$ cat config.mk
export PLATFORM = sky130hd
export DESIGN_NAME = alu_issue_stage
export DESIGN_NICKNAME = d
export VERILOG_FILES = /design/src/rtl/alu_issue_stage.sv
export SDC_FILE = /design/constraint.sdc
export NUM_CORES = 1
export LEC_CHECK = 0
export BUFFER_PORTS_ARGS = -buffer_cell sky130_fd_sc_hd__buf_2
export CORE_ASPECT_RATIO = 0.9
export CORE_MARGIN = 1.5
export CORE_UTILIZATION = 40
export CTS_BUF_LIST = sky130_fd_sc_hd__clkbuf_8
export DETAILED_ROUTE_END_ITERATION = 10
export SYNTH_ARGS = -nofsm -noshare
export SYNTH_HDL_FRONTEND = slang
export SYNTH_SLANG_ARGS = --single-unit
export TNS_END_PERCENT = 1
$ cat constraint.sdc
create_clock -name clk -period 4.9 [get_ports clk]
set_clock_uncertainty 0.2 [all_clocks]
set_input_delay 0 -clock clk [delete_from_list [all_inputs] [get_ports clk]]
set_output_delay 0 -clock clk [all_outputs]
set_load 0.03 [all_outputs]
$ cat src/rtl/alu_issue_stage.sv
// Operand-issue stage in front of the ALU logic unit: decodes opcodes into
// logic-unit selects and buffers requests in a 2-entry in-order queue.
module alu_issue_stage #(
  parameter int unsigned WIDTH = 32,
  parameter int unsigned TAGW  = 4
) (
  input  logic             clk,
  input  logic             rst,
  input  logic             flush,
  input  logic             in_valid,
  output logic             in_ready,
  input  logic [2:0]       in_op,
  input  logic [WIDTH-1:0] in_a,
  input  logic [WIDTH-1:0] in_b,
  input  logic [TAGW-1:0]  in_tag,
  output logic             out_valid,
  input  logic             out_ready,
  output logic [WIDTH-1:0] out_a,
  output logic [WIDTH-1:0] out_b,
  output logic             out_alu_op0,
  output logic             out_alu_op1,
  output logic [TAGW-1:0]  out_tag,
  output logic             err_pulse,
  output logic [7:0]       err_count
);

  localparam int unsigned ERRW = 8;

  typedef struct packed {
    logic [WIDTH-1:0] a;
    logic [WIDTH-1:0] b;
    logic [TAGW-1:0]  tag;
    logic             op0;
    logic             op1;
  } entry_t;

  typedef enum logic [1:0] {
    ST_EMPTY = 2'd0,
    ST_ONE   = 2'd1,
    ST_FULL  = 2'd2
  } state_e;

  state_e          state_q, state_d;
  entry_t          head_q, head_d;
  entry_t          tail_q, tail_d;
  logic            err_pulse_q, err_pulse_d;
  logic [ERRW-1:0] err_count_q, err_count_d;

  entry_t in_entry;
  logic   accept;
  logic   push;
  logic   illegal;
  logic   pop;

  // Opcode bit 1 picks the OR/NOR group, bit 0 picks the XOR/NOR flavour.
  always_comb begin
    in_entry.a   = in_a;
    in_entry.b   = in_b;
    in_entry.tag = in_tag;
    in_entry.op0 = in_op[1];
    in_entry.op1 = in_op[0];
  end

  assign in_ready  = (state_q != ST_FULL) && !rst;
  assign out_valid = (state_q != ST_EMPTY);
  assign accept    = in_valid && in_ready;
  assign push      = accept && !in_op[2];
  assign illegal   = accept && in_op[2];
  assign pop       = out_valid && out_ready;

  always_ff @(posedge clk or posedge rst) begin
    if (rst) begin
      state_q     <= ST_EMPTY;
      head_q      <= '0;
      tail_q      <= '0;
      err_pulse_q <= 1'b0;
      err_count_q <= '0;
    end else begin
      state_q     <= state_d;
      head_q      <= head_d;
      tail_q      <= tail_d;
      err_pulse_q <= err_pulse_d;
      err_count_q <= err_count_d;
    end
  end

  always_comb begin
    state_d     = state_q;
    head_d      = head_q;
    tail_d      = tail_q;
    err_pulse_d = illegal;
    err_count_d = err_count_q;

    unique case (state_q)
      ST_EMPTY: begin
        if (push) begin
          head_d  = in_entry;
          state_d = ST_ONE;
        end
      end
      ST_ONE: begin
        if (push && pop) begin
          head_d = in_entry;
        end else if (push) begin
          tail_d  = in_entry;
          state_d = ST_FULL;
        end else if (pop) begin
          state_d = ST_EMPTY;
        end
      end
      ST_FULL: begin
        // in_ready is low here, so only a pop can happen
        if (pop) begin
          head_d  = tail_q;
          state_d = ST_ONE;
        end
      end
      default: state_d = ST_EMPTY;
    endcase

    if (flush) begin
      state_d = ST_EMPTY;
    end

    if (illegal && (err_count_q != {ERRW{1'b1}})) begin
      err_count_d = err_count_q + ERRW'(1);
    end
  end

  assign out_a       = head_q.a;
  assign out_b       = head_q.b;
  assign out_tag     = head_q.tag;
  assign out_alu_op0 = head_q.op0;
  assign out_alu_op1 = head_q.op1;
  assign err_pulse   = err_pulse_q;
  assign err_count   = err_count_q;

endmodule

# [After elaboration in Yosys (flattened, before gate mapping)]
# Cells that the tools add are included.
[word_totals] latch_bits=0 mem_count=0 out_inout_bits=81 ram_bits=0 wordCells=52 mem_bits_ro=0 reg_bits=151 inputBits=76
[op_classes] shift=0 bitwise_logic=1 muxes=11 addsub=1 div=0 order_cmp=0 multipliers=0 n_eq_ne=11 n_reduce_logical=15
[ops] cell="$mux 70" n=3
[ops] cell="$pmux 70 s3" n=1
[ops] cell="$mux 2" n=6
[ops] cell="$ne 3x3->1 const B" n=3
[ops] cell="$add 8x1->8 const B" n=1
[ops] cell="$ne 2x2->1 const B" n=4
[ops] cell="$ne 8x8->1 const B" n=1
[ops] cell="$reduce_and 4->1" n=2
[ops] cell="$logic_and 1x1->1" n=7
[ops] cell="$pmux 2 s3" n=1
[ops] cell="$ne 4x4->1 const B" n=1
[ops] cell="$reduce_and 3->1" n=1
[ops] cell="$reduce_bool 3->1" n=1
[ops] cell="$eq 2x1->1 const B" n=1
[ops] cell="$eq 2x2->1 const B" n=1
[ops] cell="$logic_not 1->1" n=2
[ops] cell="$logic_not 2->1" n=1
[ops] cell="$reduce_bool 2->1" n=1
[ops] cell="$not 1->1" n=1

# [Logic depth before layout (Yosys ltp)]
# Gate-level depths: netlist of run 1.
[depth] depth_word=8 mapped_depth=6 depth_no_buf=5

# [Worst setup path after synthesis of run 1]
# No wires, ideal clock.
[synth_timing] path_type="reg2reg" start="register state_q[1]" end="register head_q (netlist bit out_a[22])" t_arrival_ns=1.615 synth_period_minus_slack_ns=1.936 slack_ns=2.964 setup_ns=0.121 stages_incl_launch_ff=7 path_buffers=2 t_required_ns=4.579 cell_sequence="dfrtp_1 > or4b_1 > or2_1 > buf_6 > buf_6 > o22ai_1 > nor2_1"
[synth_between] elab_chain_cells=7 elab_cells_between_ends=16 cone_classes="6 x eq/ne; 1 x mux; 9 x reduce/logical"
[synth_lines] item="start: declaration" line_no="43" source="state_e state_q, state_d;"
[synth_lines] item="start signal: assignment" line_no="79" source="state_q <= state_d;"
[synth_lines] item="$ne 2x2->1" line_no="64" source="assign in_ready = (state_q != ST_FULL) && !rst;"
[synth_lines] item="$logic_and 1x1->1" line_no="64"
[synth_lines] item="$logic_and 1x1->1" line_no="66" source="assign accept = in_valid && in_ready;"
[synth_lines] item="$logic_and 1x1->1" line_no="67" source="assign push = accept && !in_op[2];"
[synth_lines] item="$logic_and 1x1->1" line_no="102" source="if (push && pop) begin"
[synth_lines] item="$ne 2x2->1 (no line)"
[synth_lines] item="$reduce_and 4->1 (no line)"
[synth_lines] item="end signal: assignment" line_no="74" source="head_q <= '0;"
[synth_lines] item="end signal: assignment" line_no="80" source="head_q <= head_d;"
[synth_lines] item="end: declaration" line_no="44" source="entry_t head_q, head_d;"
# Parallel ways exist; a longest one is shown, timed or not.
# A chain may end at the register's enable or synchronous reset.

# [Worst setup path in the final report of run 1]
[layout_timing] start="register state_q[1]" end="register state_q[0]"
[layout_between] elab_chain_cells=8 elab_cells_between_ends=19 cone_classes="7 x eq/ne; 4 x mux; 8 x reduce/logical"
[layout_lines] item="$ne 2x2->1" line_no="64"
[layout_lines] item="$logic_and 1x1->1" line_no="64"
[layout_lines] item="$logic_and 1x1->1" line_no="66"
[layout_lines] item="$logic_and 1x1->1" line_no="67"
[layout_lines] item="$mux 2" line_no="104" source="end else if (push) begin"
[layout_lines] item="$mux 2" line_no="102"
[layout_lines] item="$pmux 2 s3" line_no="94" source="unique case (state_q)"
[layout_lines] item="$mux 2" line_no="121" source="if (flush) begin"
# Parallel ways exist; a longest one is shown, timed or not. The select of a mux whose other input is x is not followed.

==> flow_metrics.py, run 1 <==
metrics = {
    "outcome": {
        "status": "complete, no violations",
    },
    "clock_tree": {
        "cts_tree": "built",
        "clk_latency_ns": 0.45,
        "cts-root-buf": "clkbuf_8",
        "cts.sinks": 151,
        "clkTransAtPathRegs_ns": 0.08,
        "postCtsSetupBuffers": 0,
        "numCtsBuffers": 17,
        "h-tree-depth": 4,
        "clock_path_buffers": 2,
    },
    "min_path": {
        "hold_depth": 4,
        "hold_path.class": "input pin to flip-flop",
        "min_to": "err_count[3]",
        "min-delay-start": "in_valid",
    },
    "placement": {
        "placedInstanceArea_sq_um": 7500,
        "place_ws_ns": 2.02,
        "port_buffers": 156,
        "gp_congestion": 0.735,
        "dp_hpwl_mm": 9.67,
    },
    "power": {
        "pwr-share-clk": 0.301,
        "p_leak_uw": 0.00402,
        "p_sw_frac": 0.319,
        "pwr-share-seq": 0.467,
        "combPwrFrac": 0.232,
        "p_sw_uw": 1080,
        "peakVddDrop_uv": 333,
        "cellInternalPower_uw": 2320,
        "power_density_nw_per_um2": 391,
    },
    "timing": {
        "min_period_ns": 3.33,
        "setup_slack_ns": 1.57,
        "tightest_slew_ns": 1.12,
        "slew_headroom": 0.252,
        "whs_ns": 0.0559,
        "fmax_ghz": 0.300,
        "setup_viol": 0,
        "hold_viol": 0,
        "drv_slew": 0,
        "rsz0062_at_grt": "no",
        "fin_crit_sh": 0.679,
        "tns_ns": 0,
    },
    "setup_path": {
        "r2r_slack_ns": 1.57,
        "worstSetupEndpointType": "flip-flop",
        "slowest_stage": "a21oi_4",
        "reg2regPathDepth": 6,
        "crit_fanout": 33,
        "critPathLaunchType": "flip-flop",
        "worstPathCellList": "or4b_1 -> a21oi_4 -> buf_4 -> a21oi_1 -> nor2_1 -> dlygate4sd3_1",
        "arrival_ns": 3.51,
        "critPathMaxStageDelay_ns": 0.80,
        "r2r-start": "state_q[1]",
        "crit_type": "flip-flop to flip-flop",
        "cp.required_ns": 5.08,
        "rr_endpoint": "state_q[0]",
    },
    "drt": {
        "drt_wl_total_mm": 16.3,
        "ant_nets": 0,
        "drc": 0,
        "routedWlPerCell_um": 17.0,
        "viasPerCell": 5.17,
        "drt_iter0_markers": 233,
        "vias": 4960,
        "dr.pass1.iters": 4,
    },
    "synthesis": {
        "synth_top_area_cell": "dfrtp_1",
        "yosys-top-cells-count": "151 x dfrtp_1, 76 x mux2_2, 74 x nor2_1",
        "synth_top_area_frac": 0.573,
        "synth.yosys.seq_area_share": 0.573,
        "synth_most_common_cell": "dfrtp_1",
        "avgSynthCellArea_sq_um": 12.7,
        "synth-edff-count": 0,
        "synth-async-reset-ratio": 1.00,
        "synth-seq-cells": 151,
        "synth_cells": 520,
        "synthFlopType": "dfrtp_1",
        "syn_nets": 597,
        "ys_types": 30,
        "syn-cell-area_sq_um": 6590,
        "yosys_warnings": 0,
        "synth_area_leaders": "dfrtp_1 57%, o22ai_2 13%, mux2_2 13%",
    },
    "floorplanning": {
        "pin_count": 157,
        "die-area_sq_um": 17300,
        "coreArea_sq_um": 16100,
        "die_h_um": 125,
        "std_cell_rows": 44,
        "die_x_um": 138,
        "start_util": 0.408,
    },
    "global_routing": {
        "grt_pass1_wl_mm": 26.5,
        "grt_usage": 0.193,
        "antenna_found_initial": 0,
        "grt_max_degree": 111,
        "grt_pass1_vias": 5174,
        "grt-ovfl-total": 0,
    },
    "cells_and_area": {
        "layout-drive-gt1-share": 0.456,
        "area_delta_synth_final_pct": 32.0,
        "n_antenna_cell": 0,
        "fin_nets": 817,
        "fin_area_sq_um": 8700,
    },
    "job": {
        "max_cap_viol_count": 0,
    },
}
## stage by stage
step | util | total power (uW) | std cells
3_3_place_gp | 0.465 | 2330 | 851
3_5_place_dp | 0.465 | 2360 | 851
5_1_grt | 0.539 | 3560 | 960
6_report | 0.539 | 3400 | 960
2_1_floorplan | - | 2100 | 520
4_1_cts | 0.539 | 3430 | 960
## cell families after synthesis
kind of cell / count (synthesis) / share of synthesized area
and+or+nand+nor: 170 / 0.118
DFF: 151 / 0.573
AOI/OAI and AO/OA: 80 / 0.142
muxes: 76 / 0.130
buffers and inverters: 41 / 0.0338
xor gates and xnor gates: 1 / 0.00133
adders and majority gates: 1 / 0.00190
## registers in the layout, summed over array words and instances, names as in the netlist
register	count
state_q	2
out_b	32
tail_q	70
out_alu_op0	1
out_a	32
out_alu_op1	1
err_pulse	1
out_tag	4
err_count	8
## worst max path at each step
stage | to | slack [ns] | from
2_1_floorplan | err_count[0] | 0.64 | rst
3_3_place_gp | out_b[17] | 2.08 | state_q[1]
3_5_place_dp | out_b[3] | 2.02 | state_q[1]
4_1_cts | state_q[0] | 1.54 | state_q[1]
5_1_grt | state_q[0] | 1.36 | state_q[1]
6_report | state_q[0] | 1.57 | state_q[1]
## placed cells by master, fill, tap and decap left out, types with 3 or more instances in the layout
cell type	netlist	final
nand2_1	7	6
inv_1	3	5
bufinv_16	0	3
nor3_1	71	71
buf_4	0	6
clkbuf_8	0	22
nand3_1	5	4
clkinv_2	0	3
dfrtp_1	151	151
nor2_1	74	74
mux2_2	76	76
nor2b_1	4	4
dlygate4sd3_1	0	77
o22ai_2	69	69
buf_2	7	156
## worst max-delay path: cells and delay by family (launching register included)
kind,cells,cell delay [ns]
flops,1,0.43
simple gates,2,0.70
buf+inv,2,1.04
compound gates,2,0.87
## area by class of cell
class / instances / area (sq um)
clock buffer: 22 / 303
clock inverter: 10 / 125
fill: 1387 / 7430
inverter: 3 / 16.3
multi-input combinational: 328 / 2620
sequential: 151 / 3780
tap: 207 / 259
timing repair buffer: 239 / 1600
## metal layers
layer / global-route usage / up-vias / part of all wire
li1: - / 2316 / -
met1: 0.239 / 2503 / 0.44
met2: 0.326 / 118 / 0.50
met3: 0.0492 / 23 / 0.043
met4: 0.0743 / 0 / 0.017
met5: 0 / - / 0
## power groups by stage
| stage | Combinational, uW | Sequential, uW | Clock [uW] |
|---|---|---|---|
| 2_1_floorplan | 263 | 1840 | 0 |
| 3_3_place_gp | 733 | 1600 | 0 |
| 3_5_place_dp | 751 | 1610 | 0 |
| 4_1_cts | 799 | 1590 | 1050 |
| 5_1_grt | 850 | 1610 | 1100 |
| 6_report | 790 | 1590 | 1020 |
## repair_timing
action | in CTS | in global routing
setup endpoints to repair | 0 | 0
hold endpoints to repair | 258 | 0
hold buffers | 77 | 0
resized for setup | 0 | 0
Note: power is estimated with default switching activity, not from simulation.
==> run 2: changes to the inputs <==
Clock period 4.9 ns to 3.03 ns, I/O delays scaled along.
==> flow_metrics.py, run 2 (synthesized netlist as in run 1, its figures left out) <==
metrics = {
    "placement": {
        "gp_congestion": 0.799,
        "dp_hpwl_mm": 9.94,
        "port_buffers": 156,
        "place_inst": 857,
    },
    "floorplanning": {
        "pin_count": 157,
        "die_h_um": 125,
        "coreArea_sq_um": 16100,
        "die-area_sq_um": 17300,
        "die_x_um": 138,
        "start_util": 0.408,
        "std_cell_rows": 44,
    },
    "clock_tree": {
        "clkTransAtPathRegs_ns": 0.09,
        "numCtsBuffers": 17,
        "cts.sinks": 151,
        "cts_tree": "built",
        "cts-root-buf": "clkbuf_8",
        "clock_path_buffers": 2,
        "h-tree-depth": 4,
        "clk_latency_ns": 0.46,
        "cts-resized-gates": 0,
    },
    "power": {
        "power_density_nw_per_um2": 642,
        "power_uw": 5670,
        "p_sw_frac": 0.314,
        "combPwrFrac": 0.226,
        "p_leak_uw": 0.00406,
        "peakVddDrop_uv": 467,
        "cellInternalPower_uw": 3890,
        "pwr-share-clk": 0.321,
        "pwr-share-seq": 0.453,
        "p_sw_uw": 1780,
    },
    "setup_path": {
        "worstSetupEndpointType": "flip-flop",
        "critPathLaunchType": "flip-flop",
        "crit_fanout": 62,
        "cp.required_ns": 3.17,
        "arrival_ns": 2.66,
        "crit_type": "flip-flop to flip-flop",
    },
    "cells_and_area": {
        "fillers": 1365,
        "fin_cells": 967,
        "top_register": "tail_q",
        "fin_nets": 824,
        "n_antenna_cell": 0,
        "multi_input_area_sq_um": 2620,
        "largest_reg_flops": 70,
        "seq_area_sq_um": 3780,
        "layout-drive-gt1-share": 0.463,
        "layout_commonest_cell": "buf_2",
        "final_cell_mix": "156 x buf_2, 151 x dfrtp_1, 78 x dlygate4sd3_1",
        "area_delta_synth_final_pct": 34.0,
    },
    "global_routing": {
        "grt_max_degree": 80,
        "grt-ovfl-total": 0,
        "antenna_found_initial": 0,
        "grt_usage": 0.192,
        "grt_pass1_vias": 5140,
        "grt_pass1_wl_mm": 26.1,
    },
    "job": {
        "max_cap_viol_count": 0,
    },
    "timing": {
        "hold_viol": 0,
        "rsz0062_at_grt": "no",
        "drv_slew": 0,
        "whs_ns": 0.0545,
        "fin_crit_sh": 0.833,
        "setup_viol": 0,
        "min_period_ns": 2.53,
        "tightest_slew_ns": 1.12,
        "fmax_ghz": 0.396,
        "tns_ns": 0,
        "slew_headroom": 0.255,
    },
    "drt": {
        "vias": 5002,
        "drt_iter0_markers": 208,
        "viasPerCell": 5.17,
        "routedWlPerCell_um": 16.9,
        "dr.pass1.iters": 6,
        "drt_wl_total_mm": 16.4,
        "ant_nets": 0,
        "drc": 0,
    },
    "min_path": {
        "hold_path.class": "input pin to flip-flop",
    },
    "outcome": {
        "status": "complete, no violations",
    },
}
## run 2: changes by cell type in the layout (fill, tap and decap cells not counted)
cell	delta
clkbuf_8	-5
clkinvlp_4	+4
buf_12	+3
buf_4	+3
bufinv_16	+3
clkinv_2	+3
inv_1	-3
inv_6	-2
dlygate4sd3_1	+1
## run 2: timing repair
action                    CTS  global route
hold buffers               78             0
setup buffers               0             0
hold endpoints to repair  300             0
## run 2: power groups by stage
stage	Combinational (uW)	Sequential, uW	Clock (uW)
2_1_floorplan	426	2970	0
3_3_place_gp	1190	2590	0
3_5_place_dp	1210	2610	0
4_1_cts	1290	2570	1870
5_1_grt	1370	2610	1940
6_report	1280	2570	1820
## run 2: cell type report
cell class,instances,area share
clock buffer,17,0.0265
clock inverter,15,0.0264
sequential,151,0.428
timing repair buffer,246,0.191
inverter,3,0.00170
tap,207,0.0293
multi-input combinational,328,0.297
## run 2: path summary, 6_finish.rpt
check                            from           end  slack (ns)  depth (start not counted)
max                        state_q[1]     out_a[16]        0.50                          5
min                          in_valid  err_count[3]        0.05                          4
max reg2reg                state_q[1]     out_a[16]        0.50                          5
min reg2reg                 out_b[25]     out_b[25]        0.30                          2
max in group asynchronous         rst     out_b[23]        1.04                          5
min in group asynchronous         rst    tail_q[60]        0.55                          4
## run 2: per-layer routing
layer	global-route usage	vias up	part of all wire	wire length (um)
met2	0.314	129	0.48	7870
met4	0.0693	0	0.018	289
met3	0.0531	24	0.050	811
met1	0.244	2523	0.45	7390
met5	0	-	0	0
li1	-	2326	-	-
## run 2: metrics by stage
| stage | cell area, sq um | worst slack (ns) | utilization |
|---|---|---|---|
| 3_3_place_gp | 7580 | 0.589 | 0.470 |
| 3_5_place_dp | 7580 | 0.475 | 0.470 |
| 6_report | 8830 | 0.505 | 0.547 |
| 2_1_floorplan | 6590 | 0.927 | - |
| 4_1_cts | 8830 | 0.450 | 0.547 |
| 5_1_grt | 8830 | 0.413 | 0.547 |
## run 2: critical path, stage by stage (launching register included)
cell and delay, ns:
dfrtp_1 0.43, or4b_1 0.62, or2_4 0.63, buf_4 0.33, o22ai_2 0.12, nor2_1 0.07
==> run 3: changes to the inputs <==
Clock period 3.03 ns to 2.59 ns, I/O delays scaled along.
==> flow_metrics.py, run 3 (synthesized netlist as in run 1, its figures left out) <==
metrics = {
    "floorplanning": {
        "die_x_um": 138,
        "start_util": 0.408,
        "pin_count": 157,
        "die-area_sq_um": 17300,
        "std_cell_rows": 44,
        "coreArea_sq_um": 16100,
        "die_h_um": 125,
    },
    "job": {
        "max_cap_viol_count": 0,
    },
    "clock_tree": {
        "clk_latency_ns": 0.44,
        "h-tree-depth": 4,
        "clkTransAtPathRegs_ns": 0.08,
        "clock_path_buffers": 2,
        "cts-root-buf": "clkbuf_8",
        "cts_tree": "built",
        "cts.sinks": 151,
        "numCtsBuffers": 17,
    },
    "global_routing": {
        "grt-ovfl-total": 0,
        "grt_pass1_vias": 5342,
        "grt_usage": 0.198,
        "antenna_found_initial": 0,
        "grt_pass1_wl_mm": 27.3,
        "grt_max_degree": 73,
    },
    "setup_path": {
        "rr_endpoint": "state_q[0]",
        "critPathTopFamily": "buffers and inverters",
        "r2r-start": "state_q[1]",
        "slowest_stage": "or4b_1",
        "critPathLaunchType": "flip-flop",
        "startpoint": "state_q[1]",
        "r2r_slack_ns": 0.11,
        "crit_fanout": 29,
        "arrival_ns": 2.66,
        "reg2regPathDepth": 6,
        "cp.required_ns": 2.77,
        "crit_type": "flip-flop to flip-flop",
        "worstPathCellList": "or4b_1 -> a21oi_4 -> buf_6 -> a21oi_1 -> nor2_1 -> dlygate4sd3_1",
        "worst-path-buf-inv": 2,
        "critPathMaxStageDelay_ns": 0.62,
        "worstSetupEndpointType": "flip-flop",
    },
    "power": {
        "cellInternalPower_uw": 4300,
        "power_uw": 6340,
        "pwr-share-seq": 0.475,
        "p_leak_uw": 0.00404,
        "p_sw_uw": 2030,
        "p_sw_frac": 0.321,
        "combPwrFrac": 0.238,
        "power_density_nw_per_um2": 723,
        "peakVddDrop_uv": 405,
        "pwr-share-clk": 0.287,
    },
    "timing": {
        "rsz0062_at_grt": "no",
        "tightest_slew_ns": 0.643,
        "fmax_ghz": 0.403,
        "hold_viol": 0,
        "drv_slew": 0,
        "fin_crit_sh": 0.957,
        "setup_slack_ns": 0.111,
        "slew_headroom": 0.571,
        "min_period_ns": 2.48,
        "tns_ns": 0,
        "setup_viol": 0,
    },
    "cells_and_area": {
        "n_antenna_cell": 0,
        "largest_reg_flops": 70,
        "layout_commonest_cell": "buf_2",
        "fin_nets": 824,
        "top_register": "tail_q",
        "layout-drive-gt1-share": 0.458,
        "seq_area_sq_um": 3780,
        "fillers": 1364,
        "area_delta_synth_final_pct": 33.0,
        "final_cell_mix": "156 x buf_2, 151 x dfrtp_1, 78 x dlygate4sd3_1",
        "multi_input_area_sq_um": 2620,
    },
    "min_path": {
        "min-delay-start": "in_valid",
        "hold_depth": 4,
        "hold_path.class": "input pin to flip-flop",
        "min_to": "err_count[3]",
    },
    "outcome": {
        "status": "complete, no violations",
    },
    "placement": {
        "port_buffers": 156,
        "place_ws_ns": 0.383,
        "gp_congestion": 0.774,
        "dp_hpwl_mm": 9.90,
    },
    "drt": {
        "ant_nets": 0,
        "drt_wl_total_mm": 16.8,
        "drt_iter0_markers": 185,
        "routedWlPerCell_um": 17.3,
        "dr.pass1.iters": 4,
        "viasPerCell": 5.26,
        "drc": 0,
        "vias": 5084,
    },
}
run 3: cell count changes in the layout (fill, tap and decap cells not counted):
| cell | before | now |
|---|---|---|
| clkinv_2 | 6 | 4 |
| inv_1 | 2 | 5 |
| clkinvlp_4 | 4 | 3 |
| buf_6 | 0 | 1 |
| buf_4 | 9 | 8 |
| bufinv_16 | 6 | 3 |
| clkbuf_8 | 17 | 19 |
run 3: timing repair:
action / in CTS / in global routing
setup buffers: 0 / 0
hold endpoints to repair: 300 / 0
hold buffers: 78 / 0
resized for setup: 0 / 1
endpoints found under the setup margin: 0 / 1
run 3: layout make-up:
class                      count  share of cell area
sequential                   151               0.431
multi-input combinational    328               0.299
timing repair buffer         246               0.193
clock buffer                  19              0.0298
tap                          207              0.0296
clock inverter                12              0.0156
inverter                       3             0.00171
run 3: power by group through the flow:
stage | sequential [uW] | combinational, uW | clock (uW)
2_1_floorplan | 3480 | 498 | 0
3_3_place_gp | 3030 | 1400 | 0
3_5_place_dp | 3050 | 1420 | 0
4_1_cts | 3010 | 1520 | 1880
5_1_grt | 3060 | 1620 | 1990
6_report | 3010 | 1510 | 1820
run 3: metal layers:
| metal | vias to the layer above | global-route usage | share of wire |
|---|---|---|---|
| met5 | - | 0 | 0 |
| met2 | 133 | 0.330 | 0.50 |
| met4 | 0 | 0.0724 | 0.017 |
| met1 | 2594 | 0.248 | 0.44 |
| met3 | 24 | 0.0511 | 0.046 |
| li1 | 2333 | - | - |
run 3: worst max path at each step:
stage	cells after the start	end	slack [ns]
2_1_floorplan	1	err_count[0]	0.49
3_3_place_gp	5	out_b[16]	0.46
3_5_place_dp	5	out_b[3]	0.38
4_1_cts	6	state_q[0]	0.05
5_1_grt	6	state_q[0]	0.03
6_report	6	state_q[0]	0.11
run 3: worst register-to-register path: cells and delay by family (launching register included):
family | cells | cell delay, ns
buffers and inverters | 2 | 0.83
AND/OR/NAND/NOR | 2 | 0.71
flip-flops | 1 | 0.44
AO/OA/AOI/OAI | 2 | 0.24
run 3: through the flow:
step	std cells	hold WS [ns]	area [sq um]	utilization
2_1_floorplan	520	-0.134	6590	-
3_3_place_gp	857	-0.0942	7580	0.470
3_5_place_dp	857	-0.0840	7580	0.470
4_1_cts	966	0.0421	8760	0.543
5_1_grt	966	0.0781	8760	0.543
6_report	966	0.0737	8760	0.543
